$ cat src/rtl/posit8_encoder_if.sv
// Handshake bundle between the decoded-domain arithmetic and the posit8 encoder:
// decoded (scale, fraction) request on one side, packed posit result on the other.
interface posit8_encoder_if;
    logic               in_valid;
    logic               in_ready;
    logic               in_nar;
    logic signed [3:0]  scale;
    logic signed [11:0] frac;
    logic               out_valid;
    logic               out_ready;
    logic [7:0]         posit;

    modport master (
        output in_valid,
        output in_nar,
        output scale,
        output frac,
        output out_ready,
        input  in_ready,
        input  out_valid,
        input  posit
    );

    modport slave (
        input  in_valid,
        input  in_nar,
        input  scale,
        input  frac,
        input  out_ready,
        output in_ready,
        output out_valid,
        output posit
    );
endinterface

$ cat src/rtl/posit8_encoder.sv
// Multi-cycle encoder: decoded (scale, Q3.9 fraction) -> 8-bit posit, es = 0.
// Normalizes one bit per cycle, then packs with round-to-nearest-even and saturation.
module posit8_encoder (
    input  logic            clk,
    input  logic            rst_n,
    posit8_encoder_if.slave bus
);

    typedef enum logic [1:0] {
        IDLE = 2'd0,
        NORM = 2'd1,
        PACK = 2'd2,
        DONE = 2'd3
    } state_t;

    state_t state;
    state_t state_next;

    logic               sign_r;
    logic               nar_r;
    logic               sticky_r;
    logic [11:0]        mag_r;
    logic signed [5:0]  escale_r;
    logic [7:0]         posit_r;

    logic [11:0]        frac_u;
    logic [11:0]        frac_abs;
    logic               norm_stop;
    logic               shift_right;

    // Magnitude fits 12 bits unsigned; -2048 maps onto 0x800 naturally.
    assign frac_u   = bus.frac;
    assign frac_abs = frac_u[11] ? (~frac_u + 12'd1) : frac_u;

    // Normalized means the hidden one sits at mag[9] (value in [1,2)).
    assign norm_stop   = nar_r || (mag_r == 12'd0) || (mag_r[11:9] == 3'b001);
    assign shift_right = (mag_r[11:10] != 2'b00);

    // Keep guard/lsb/sticky logic apart so the saturating corner cases stay visible.
    function automatic logic [6:0] round_sat(
        input logic [6:0] kept,
        input logic       guard,
        input logic       sticky
    );
        logic [7:0] sum;
        sum = {1'b0, kept} + {7'd0, guard & (kept[0] | sticky)};
        if (sum[7])
            return 7'h7F;
        else if (sum[6:0] == 7'd0)
            return 7'h01;
        else
            return sum[6:0];
    endfunction

    function automatic logic [7:0] encode_posit(
        input logic               sgn,
        input logic               nar,
        input logic               stk,
        input logic [11:0]        m,
        input logic signed [5:0]  k
    );
        logic [7:0]  regime;
        logic [3:0]  rlen;
        logic [2:0]  nk;
        logic [17:0] field;
        logic [6:0]  mag7;
        logic [7:0]  body;
        regime = 8'd0;
        rlen   = 4'd0;
        nk     = 3'd0;
        field  = 18'd0;
        mag7   = 7'd0;
        if (nar)
            return 8'h80;
        if (m == 12'd0)
            return 8'h00;
        if (k > 6'sd6) begin
            mag7 = 7'h7F;
        end else if (k < -6'sd6) begin
            mag7 = 7'h01;
        end else begin
            if (!k[5]) begin
                // k+1 ones then a terminating zero, left-aligned in 8 bits
                regime = ~(8'hFF >> (k[2:0] + 3'd1));
                rlen   = {1'b0, k[2:0]} + 4'd2;
            end else begin
                // -k zeros then a terminating one
                nk     = ~k[2:0] + 3'd1;
                regime = 8'h80 >> nk;
                rlen   = {1'b0, nk} + 4'd1;
            end
            // Fraction bits follow the regime directly; top 7 bits are kept.
            field = {regime, 10'd0} | ({m[8:0], 9'd0} >> rlen);
            mag7  = round_sat(field[17:11], field[10], (|field[9:0]) | stk);
        end
        body = {1'b0, mag7};
        return sgn ? (8'd0 - body) : body;
    endfunction

    always_ff @(posedge clk or negedge rst_n) begin
        if (!rst_n)
            state <= IDLE;
        else
            state <= state_next;
    end

    always_comb begin
        state_next = state;
        case (state)
            IDLE: if (bus.in_valid)  state_next = NORM;
            NORM: if (norm_stop)     state_next = PACK;
            PACK:                    state_next = DONE;
            DONE: if (bus.out_ready) state_next = IDLE;
            default:                 state_next = IDLE;
        endcase
    end

    always_ff @(posedge clk or negedge rst_n) begin
        if (!rst_n) begin
            sign_r   <= 1'b0;
            nar_r    <= 1'b0;
            sticky_r <= 1'b0;
            mag_r    <= 12'd0;
            escale_r <= 6'sd0;
            posit_r  <= 8'h00;
        end else begin
            case (state)
                IDLE: begin
                    if (bus.in_valid) begin
                        sign_r   <= frac_u[11];
                        mag_r    <= frac_abs;
                        escale_r <= {{2{bus.scale[3]}}, bus.scale};
                        sticky_r <= 1'b0;
                        nar_r    <= bus.in_nar;
                    end
                end
                NORM: begin
                    if (!norm_stop) begin
                        if (shift_right) begin
                            mag_r    <= mag_r >> 1;
                            sticky_r <= sticky_r | mag_r[0];
                            escale_r <= escale_r + 6'sd1;
                        end else begin
                            mag_r    <= mag_r << 1;
                            escale_r <= escale_r - 6'sd1;
                        end
                    end
                end
                PACK: begin
                    posit_r <= encode_posit(sign_r, nar_r, sticky_r, mag_r, escale_r);
                end
                default: begin
                end
            endcase
        end
    end

    // Outputs decode registered state only; nothing flows from inputs to outputs.
    assign bus.in_ready  = (state == IDLE);
    assign bus.out_valid = (state == DONE);
    assign bus.posit     = posit_r;

endmodule

$ cat src/flat_wrapper.sv
// flat-port wrapper written by rule: the top's interface ports become plain ports
module posit8_encoder_flat 
  (clk, rst_n, bus_in_valid, bus_in_nar, bus_scale, bus_frac, bus_out_ready, bus_in_ready, bus_out_valid, bus_posit);
  posit8_encoder_if bus_i ();
  input  logic clk;
  input  logic rst_n;
  input wire logic [$bits(bus_i.in_valid)-1:0] bus_in_valid;
  input wire logic [$bits(bus_i.in_nar)-1:0] bus_in_nar;
  input wire logic [$bits(bus_i.scale)-1:0] bus_scale;
  input wire logic [$bits(bus_i.frac)-1:0] bus_frac;
  input wire logic [$bits(bus_i.out_ready)-1:0] bus_out_ready;
  output wire logic [$bits(bus_i.in_ready)-1:0] bus_in_ready;
  output wire logic [$bits(bus_i.out_valid)-1:0] bus_out_valid;
  output wire logic [$bits(bus_i.posit)-1:0] bus_posit;
  assign bus_i.in_valid = bus_in_valid;
  assign bus_i.in_nar = bus_in_nar;
  assign bus_i.scale = bus_scale;
  assign bus_i.frac = bus_frac;
  assign bus_i.out_ready = bus_out_ready;
  assign bus_in_ready = bus_i.in_ready;
  assign bus_out_valid = bus_i.out_valid;
  assign bus_posit = bus_i.posit;
  posit8_encoder u_core (.clk(clk), .rst_n(rst_n), .bus(bus_i));
endmodule
$ cat config.mk
export PLATFORM = sky130hd
export DESIGN_NAME = posit8_encoder_flat
export DESIGN_NICKNAME = d
export VERILOG_FILES = /design/src/rtl/posit8_encoder_if.sv /design/src/rtl/posit8_encoder.sv /design/src/flat_wrapper.sv
export SDC_FILE = /design/constraint.sdc
export NUM_CORES = 1
export LEC_CHECK = 0
export CAP_MARGIN = 5
export CELL_PAD_IN_SITES_DETAIL_PLACEMENT = 0
export CELL_PAD_IN_SITES_GLOBAL_PLACEMENT = 2
export CORE_MARGIN = 2
export CORE_UTILIZATION = 37
export CTS_CLUSTER_DIAMETER = 100
export DETAILED_ROUTE_END_ITERATION = 6
export MAX_ROUTING_LAYER = met4
export PLACE_DENSITY = 0.87
export SETUP_SLACK_MARGIN = 0.3
export SLEW_MARGIN = 20
export SYNTH_ARGS = -nofsm -noshare
export SYNTH_HDL_FRONTEND = slang
export SYNTH_SLANG_ARGS = --single-unit
$ cat constraint.sdc
create_clock -name clk -period 10.4 [get_ports clk]
set_input_delay 2.08 -clock clk [delete_from_list [all_inputs] [get_ports clk]]
set_output_delay 2.08 -clock clk [all_outputs]
set_load 0.01 [all_outputs]
==> summary.md <==
| Metric | Value |
|---|---|
| Status | finished clean |
| Synth Area in XOR/XNOR | 0.0715 |
| Number of hold buffers added after CTS | 0 |
| I/O Buffers | 30 |
| CTS buffer count | 5 |
| Max Slew Vio Count | 0 |
| CP Class | flop to flop |
| Clk Latency, worst-skew pair | 290 ps |
| Num ports | 31 |
| Core Area | 8640 µm² |
| MaxCap Viol Count | 0 |
| Initial Utilization | 0.377 |
| Fin worst setup slack | 5370 ps |
| Data arrival, critical path | 5200 ps |
| Synth warnings | 0 |
| Synth area leader | dfrtp_1 |
| Post-Syn Area | 3260 µm² |
| Setup Viol. Count Final | 0 |
| Clock buffer depth | 2 |
| Number of non-filler instances in the completed layout | 541 |
| F_max | 0.199 GHz |
| Cells after Synth | 415 |
| Sequential share of the synthesized area | 0.238 |
| Vias | 2967 |
| Clock skew | 6.61 ps |
| H-tree depth | 2 |
| Layout cells sized above 1 | 0.0693 |
| Via density | 5.48 |
| Vias in the first global route | 2919 |
| Clock-pin transition on the worst setup and hold timing paths | 70 ps |
| CTS tree | done |
| Post-detailed-route count of antenna-violating nets | 0 |
| Simple-Gate Fraction of Synth Area | 0.215 |
| Ranking of synthesized cells by area | dfrtp_1, ha_1, nand2_1, o21ai_0, xnor2_1 |
| Synth async-reset ratio | 1.00 |
| CTS root buffer | clkbuf_8 |
| Largest net degree at the start of global routing | 40 |
| Hpwl dp | 6.16 mm |
| Die height | 97.8 µm |
| CTS sink cnt | 31 |
| Maximum fanout along the worst path | 21 |
| Die area | 9570 µm² |
| TNS Setup | 0 ps |
| Row count | 34 |
| Slowest cell on crit path | dfrtp_1 |
| Syn nets | 458 |
| Routed length per placed instance | 15.0 µm |
| Worst-Margin Slew | 724 ps |
| Synth Area in Adders | 0.0868 |
| Fill cell count | 902 |
| Most instantiated library cell after synthesis | nand2_1 |
| Area Overhead vs Synth | 13.7% |
| Startpoint Class | flop |
| GP Congestion | 0.875 |
| First-pass GRT wire length | 14.1 mm |
| GRT Total Usage | 0.179 |
| Main combinational cell family by area after synthesis | compound AO/OA/AOI/OAI gates |
| Crit-path max cell delay | 770 ps |
| Hold WC Path Type | flop to flop |
| Final wirelength | 8.12 mm |
| Tmin final | 5030 ps |
| Slew HR | 0.514 |
| Drt drc | 0 |
| RSZ-0062 raised after global routing | no |
| Post-synth cell types | 66 |
| Post-Place Setup Slack | 5470 ps |
| Post-route cell area | 3700 µm² |
| Synth Area per Inst | 7.85 µm² |
| Yosys reg bits | 31 |
| DR iter-0 viols | 164 |
| Placed Cells incl. Taps | 533 |
| Antenna violations before repair | 0 |
| Yosys top cell area share | 0.238 |
| Worst Path Required | 10570 ps |
| Chip Width | 97.8 µm |
| Synth top cells by count | nand2_1, o21ai_0, dfrtp_1 |
| EDFF count, synth | 0 |
| # diodes | 0 |
| Overflow after GRT | 0 |
| Post-synthesis compound-gate area fraction | 0.274 |
| Post-CTS Setup Inserts | 0 |
| Most used flip-flop cell after synthesis | dfrtp_1 |
| Hold Vio Cnt, Final | 0 |
| Worst setup EP type | flop |
| Mux share of post-synthesis cell area | 0.0530 |
| Dpl cell area | 3600 µm² |
| CP Cell Sequence | inv_1 > ha_1 > mux2i_1 > mux2i_1 > a22oi_1 > a22oi_4 > ha_1 > nand2_1 > nor3_1 > xnor2_1 > a2111oi_2 > nor4_1 > ha_1 > inv_1 > a2111oi_2 > mux2i_1 > nand2_1 |
| Nets@finish | 475 |
| Final period utilization | 0.483 |
| Post_cts resized | 0 |
| Detailed Routing Iterations Pass 1 | 4 |
[final timing paths]
path | from | endpoint | slack, ps | depth (start not counted)
worst min-delay path | u_core.sticky_r | u_core.sticky_r | 490 | 1
worst max-delay path | u_core.escale_r[5] | u_core.bus.posit[6] | 5370 | 17
max in group asynchronous | rst_n | u_core.escale_r[5] | 7900 | 2
worst max register to register | u_core.escale_r[5] | u_core.bus.posit[6] | 5370 | 17
worst min register to register | u_core.sticky_r | u_core.sticky_r | 490 | 1
min in group asynchronous | rst_n | u_core.bus.posit[7] | 2190 | 2
[state kept, by name, summed over array words and instances (netlist names)]
| signal | flops |
|---|---|
| u_core.mag_r | 12 |
| u_core.bus.posit | 8 |
| u_core.escale_r | 6 |
| u_core.state | 2 |
| u_core.nar_r | 1 |
| u_core.sign_r | 1 |
| u_core.sticky_r | 1 |
[metrics by stage]
stage               utilization  hold WS [ps]
floorplan                     -           460
global placement          0.417           478
detailed placement        0.417           482
CTS                       0.429           500
global route              0.429           513
finish                    0.429           491
[cells in the final DEF, fill, tap and decap left out, types with 3 or more instances in the layout]
cell	n
clkdlybuf4s50_1	30
o21ai_0	40
o21a_1	4
nor4_1	4
xnor2_1	19
a211oi_1	6
o22ai_1	9
mux2i_1	15
nand3_1	15
o31ai_1	5
nor3_1	6
inv_1	23
or2_2	4
nand2b_1	3
nor2b_1	15
a21oi_1	24
nor2_1	18
a31oi_1	5
o211ai_1	4
a21o_1	5
buf_4	3
nand2_1	60
dfrtp_1	31
ha_1	21
clkbuf_8	7
and3_1	3
nor4b_1	3
[critical path, delay by kind of cell, from the launching register on]
| family | cells | cell delay, ps |
|---|---|---|
| and+or+nand+nor | 4 | 750 |
| adders and majority gates | 3 | 1290 |
| buffers and inverters | 2 | 240 |
| AOI/OAI and AO/OA | 4 | 930 |
| muxes | 3 | 770 |
| DFF | 1 | 770 |
| xor gates and xnor gates | 1 | 170 |
[logic make-up (layout without fill, tap and decap cells)]
family | count (synthesis) | in the layout
AND/OR/NAND/NOR | 143 | 143
adder cells (fa/ha/maj) | 22 | 22
AO/OA/AOI/OAI | 132 | 132
XOR/XNOR | 24 | 24
flip-flops | 31 | 31
buffers and inverters | 46 | 64
multiplexers | 17 | 17
[per-layer routing]
layer,track usage,wire length [µm],vias up,part of all wire
met5,-,0,-,0
met4,0.0513,104,0,0.013
met3,0.0150,160,9,0.020
met2,0.288,3800,38,0.47
met1,0.243,4050,1392,0.50
li1,-,-,1528,-
[layout make-up]
cell class / count / area [µm²] / area share
clock buffers: 7 / 96.3 / 0.0260
inverters: 23 / 86.3 / 0.0233
flip-flops and latches: 31 / 776 / 0.210
multi-input cells: 338 / 2280 / 0.615
well taps: 108 / 135 / 0.0365
repair buffers: 33 / 323 / 0.0872
clock inverters: 1 / 7.51 / 0.00203
Power is not shown: default switching activity piles up to over one toggle a cycle in this logic, so the estimate is an artifact.
==> patch 1: new RTL, same flow settings <==
Encoding of `state_t`: now one-hot (4 bits for 4 states).
--- a/src/rtl/posit8_encoder.sv
+++ b/src/rtl/posit8_encoder.sv
@@ -8,7 +8,7 @@
 
-    typedef enum logic [1:0] {
-        IDLE = 2'd0,
-        NORM = 2'd1,
-        PACK = 2'd2,
-        DONE = 2'd3
+    typedef enum logic [3:0] {
+        IDLE = 4'b0001,
+        NORM = 4'b0010,
+        PACK = 4'b0100,
+        DONE = 4'b1000
     } state_t;
Behaviour: same outputs for any inputs over 4 cycles, from zero or initial values and one cycle with rst_n low; so few cycles prove little.
==> patch 1 against the original RTL <==
First-iteration DRC count increased by 3.0%; area after synthesis is 1.4% lower; wire length up 4.5%; worst setup slack got worse by 0.43 ns; design area is 0.24% higher; sequential cell count up 2; non-clock buffer count is the same; critical path type unchanged.
Power is not shown: default switching activity piles up to over one toggle a cycle in this logic, so the estimate is an artifact.
==> patch 1: results (changes against the original RTL) <==
[clocking]
clkLatencyLatePin_ns = 0.29  ; about the same
cts_resized = 0  ; unchanged
clk_path_buf_depth = 2  ; unchanged
post_cts_buffers = 0  ; unchanged
cts_inserted_buffers = 5  ; unchanged
clk_pin_slew_ns = 0.08
root_buffer = clkbuf_8

[timing]
holdWs_ns = 0.485  ; -0.00573 ns
fin_worst_skew_ns = 0.0100  ; +0.00344 ns
worst_slew_pin_slew_ns = 0.790  ; +0.0657 ns
setup_viol = 0  ; unchanged

[worst_setup_path]
reg2reg_to = u_core.bus.posit[6]
reg2reg_depth = 20  ; +3
critPathTopFamily = compound AO/OA/AOI/OAI gates
slowest_stage = dfrtp_1
max_stage_delay_ns = 0.77  ; about the same
arrival_ns = 5.64  ; +0.44 ns
cp_max_fo = 19  ; -9.5%
rrSetupSlack_ns = 4.94  ; -0.43 ns
startpoint = u_core.escale_r[5]

[logic_synthesis]
synth.area.top_cells = dfrtp_1, nand2_1, o21ai_0
syn_nets = 450  ; -1.7%
synth.distinct_cells = 67  ; +1.5%
ys_seq_area_share_pct = 25.8  ; +1.9 points
ys_top_cells_by_count = nand2_1, o21ai_0, dfrtp_1
yosys_warnings = 0  ; unchanged
synthArstFlopShare_pct = 100  ; unchanged
synth_edf_count = 0  ; unchanged

[global_routing]
grt_max_degree = 37  ; -7.5%
antenna_found_initial = 0  ; unchanged
grtUsageMet3_pct = 3.02  ; +1.5 points
grtUsageMet1_pct = 24.9  ; +0.67 points
met2_usage_pct = 31.4  ; +2.6 points
grt_pass1_wl_um = 14800  ; +4.7%
grt_pass1_vias = 3000  ; +2.8%
grt_usage_pct = 19.4  ; +1.4 points

[place]
io_buffer_count = 30  ; unchanged
place_hpwl_um = 6290  ; +2.1%
gp_congestion = 0.940  ; +7.5%
preCtsSetupSlack_ns = 5.03  ; -0.437 ns

[layout]
fillerInstances = 831  ; -7.9%
drive_gt1_share_pct = 8.08  ; +1.2 points
antenna_cells = 0  ; unchanged
regMostFlops = u_core.mag_r
fin_nets = 471  ; -0.84%
largest_reg_flops = 12  ; unchanged

[routing]
routed_via_density = 5.62  ; +2.4%
wire_per_inst_um = 15.8  ; +5.1%
drtPass1Iterations = 4  ; unchanged
drt_iter0_drc = 169  ; +3.0%

[worst_hold_path]
holdPathStages = 2  ; +1
worstHoldStart = u_core.bus.posit[7]
holdPathEnd = u_core.bus.posit[7]
min_path_type = reg -> reg

[outcome]
status = finished clean

==> patch 1: changes by cell type after synthesis, moves of 4 or more <==
| cell | unedited run | this run |
|---|---|---|
| mux2i_1 | 15 | 4 |
| nor2b_1 | 15 | 8 |
| o22ai_1 | 9 | 3 |
| nand2b_1 | 3 | 8 |
| o21ai_0 | 40 | 45 |
| ha_1 | 21 | 17 |
| mux2_2 | 2 | 6 |
| nor3_1 | 6 | 10 |
| o31a_1 | 0 | 4 |
==> patch 1: layout make-up <==
cell class | count | area (um^2) | share of cell area (%)
repair buffers | 33 | 323 | 8.70
multi-input cells | 336 | 2230 | 60.0
flip-flops and latches | 33 | 827 | 22.3
well taps | 105 | 131 | 3.54
clock buffers | 7 | 86.3 | 2.33
inverters | 23 | 86.3 | 2.33
clock inverters | 1 | 30.0 | 0.809
==> patch 1: metal layers <==
metal | vias up | routed length [um]
li1 | 1544 | -
met1 | 1400 | 4050
met2 | 65 | 3960
met3 | 13 | 292
met4 | 0 | 187
met5 | - | 0
==> patch 1: cells by family after synthesis <==
logic type / Yosys count / synth area share, %
and+or+nand+nor: 147 / 22.4
AOI/OAI and AO/OA: 137 / 28.6
buffers and inverters: 42 / 5.18
DFF: 33 / 25.8
xor gates and xnor gates: 23 / 7.09
adders and majority gates: 19 / 7.56
muxes: 10 / 3.35
==> patch 1: how the worst max path moves through the flow <==
stage               slack [ns]  cells after the start                  end
CTS                       4.99                     20  u_core.bus.posit[6]
global route              4.36                     20  u_core.bus.posit[6]
floorplan                 5.70                     23  u_core.bus.posit[6]
global placement          5.28                     20  u_core.bus.posit[6]
detailed placement        5.03                     20  u_core.bus.posit[6]
finish                    4.94                     20  u_core.bus.posit[6]
==> patch 1: stage by stage <==
stage / cells / instance area (um^2)
after floorplan: 411 / 3210
after global placement: 530 / 3590
after detailed placement: 530 / 3590
after CTS: 538 / 3710
after global routing: 538 / 3710
final: 538 / 3710
==> patch 1: tightest hold or removal path: cells and delay by family, from the launching register on <==
family / cells / cell delay, ns
compound gates: 1 / 0.06
simple gates: 1 / 0.05
flops: 1 / 0.35
==> patch 2: new RTL, same flow settings <==
Without the edit above. Make the reset (`rst_n`) synchronous in 2 clocked blocks.
--- a/src/rtl/posit8_encoder.sv
+++ b/src/rtl/posit8_encoder.sv
@@ -99,3 +99,3 @@
 
-    always_ff @(posedge clk or negedge rst_n) begin
+    always_ff @(posedge clk) begin
         if (!rst_n)
@@ -117,3 +117,3 @@
 
-    always_ff @(posedge clk or negedge rst_n) begin
+    always_ff @(posedge clk) begin
         if (!rst_n) begin
Check against the original RTL: differs if rst_n is asserted again (counterexample within 4 cycles, from zero or initial values and one cycle with rst_n low); with rst_n held inactive, the same outputs for 10 cycles.
==> patch 2 against the original RTL <==
Global-route usage is 1.6 points higher; critical path depth is 2 higher; critical path type unchanged; area after synthesis is 2.2% lower; synthesized cell count is 5.5% higher; die area is 2.1% lower; via count is 7.8% higher; design area is 2.1% lower; first-iteration DRC count is 13% lower; sequential share of layout area is 3.8 points lower; sequential cell count stayed put; worst setup slack worse by 0.41 ns; wire length is 8.4% higher.
==> patch 2: results (changes against the original RTL) <==
[logic_synthesis]
synthArstFlopShare_pct = 0  ; -100 points
syn_inst = 438  ; +5.5%
synth.area.top_cells = dfxtp_1, ha_1, nand2_1
ys_top_cells_by_count = nand2_1, a21oi_1, nor2_1
synth.distinct_cells = 74  ; +12%
yosys_warnings = 0  ; unchanged
ys_seq_area_share_pct = 19.5  ; -4.3 points
syn_nets = 481  ; +5.0%

[place]
dp_cells = 552  ; +3.6%
io_buffer_count = 30  ; unchanged
dpl_cell_area_um2 = 3540  ; -1.7%
gp_congestion = 0.880  ; +0.57%
preCtsSetupSlack_ns = 5.03  ; -0.432 ns
place_hpwl_um = 6620  ; +7.6%

[layout]
final_cells = 559  ; +3.3%
drive_gt1_share_pct = 6.61  ; -0.32 points
fillerInstances = 865  ; -4.1%
fin_nets = 497  ; +4.6%

[global_routing]
grtUsageMet1_pct = 26.2  ; +2.0 points
grtUsageMet3_pct = 2.46  ; +0.95 points
antenna_found_initial = 0  ; unchanged
grt_usage_pct = 19.5  ; +1.6 points
grt_pass1_wl_um = 15100  ; +6.8%
met2_usage_pct = 30.7  ; +1.9 points
grt_pass1_vias = 3042  ; +4.2%
grt_max_degree = 31  ; -23%

[worst_setup_path]
arrival_ns = 5.61  ; +0.41 ns
critPathTopFamily = compound AO/OA/AOI/OAI gates
cp_max_fo = 22  ; +4.8%
endpoint = u_core.bus.posit[6]
max_stage_delay_ns = 0.72  ; -0.05 ns
slowest_stage = dfxtp_1
startpoint = u_core.escale_r[5]
reg2reg_depth = 19  ; +2

[routing]
wl_met3_um = 374  ; +130%
met2_length_um = 4010  ; +5.4%
drt_iter0_drc = 142  ; -13%
drtPass1Iterations = 4  ; unchanged
num_vias = 3197  ; +7.8%
drt-met1-wl_um = 4300  ; +6.2%
wire_per_inst_um = 15.8  ; +5.0%

[clocking]
cts_inserted_buffers = 5  ; unchanged
clk_pin_slew_ns = 0.07  ; about the same
clkLatencyLatePin_ns = 0.28

[power_and_ir_drop]
comb_power_share_pct = 76.2
ir_drop_mv = 0.230
leakage_nw = 1.32
totalPowerFinal_w = 0.00141
p_clk_w = 0.0000972

[worst_hold_path]
min_path_type = reg -> reg
worstHoldStart = u_core.bus.posit[3]
holdPathEnd = u_core.bus.posit[3]
holdPathStages = 2  ; +1

[timing]
worst_slew_pin_slew_ns = 1.03  ; +0.306 ns
fmax_ghz = 0.184  ; -7.5%
fin_worst_skew_ns = 0.00524  ; -0.00137 ns
holdWs_ns = 0.448  ; -0.0429 ns

[outcome]
status = finished clean

==> patch 2: cell types whose count changed after synthesis, moves of 5 or more <==
cell and delta:
dfxtp_1 +31, o21ai_0 -21, nor3_1 +8, inv_1 -5, clkbuf_1 +5, nand2_1 -5
a211oi_1 +7, dfrtp_1 -31, mux2i_1 -11, o22ai_1 -6, nor2_1 +17, o211ai_1 +10
a21oi_1 +17
==> patch 2: final cells by class <==
| cell class | instances | share of cell area (%) |
|---|---|---|
| inverter | 20 | 2.07 |
| clock inverter | 1 | 0.138 |
| clock buffer | 6 | 2.28 |
| tap | 105 | 3.62 |
| sequential | 31 | 17.1 |
| multi-input combinational | 365 | 66.3 |
| timing repair buffer | 31 | 8.49 |
==> patch 2: worst register-to-register path, cell delays in order (launching register included) <==
cell and delay, ns:
dfxtp_1 0.72, inv_1 0.19, ha_1 0.68, mux2_2 0.43
nor3_1 0.17, o21ai_0 0.15, a21oi_1 0.43, nor3_1 0.13
ha_1 0.26, a21boi_0 0.12, a21bo_2 0.29, xor2_1 0.16
nor4_1 0.06, o2111ai_1 0.31, nor4b_2 0.41, ha_1 0.24
inv_1 0.06, o211ai_1 0.18, a21oi_1 0.09, a211o_1 0.26
==> patch 2: cells by family (layout without fill, tap and decap cells) <==
kind of cell / Yosys count / after routing / synth area share, %
AND/OR/NAND/NOR: 167 / 167 / 26.5
AO/OA/AOI/OAI: 144 / 144 / 30.7
buffers and inverters: 42 / 58 / 5.14
flip-flops: 31 / 31 / 19.5
XOR/XNOR: 23 / 23 / 6.32
adder cells (fa/ha/maj): 22 / 22 / 8.87
multiplexers: 9 / 9 / 3.02
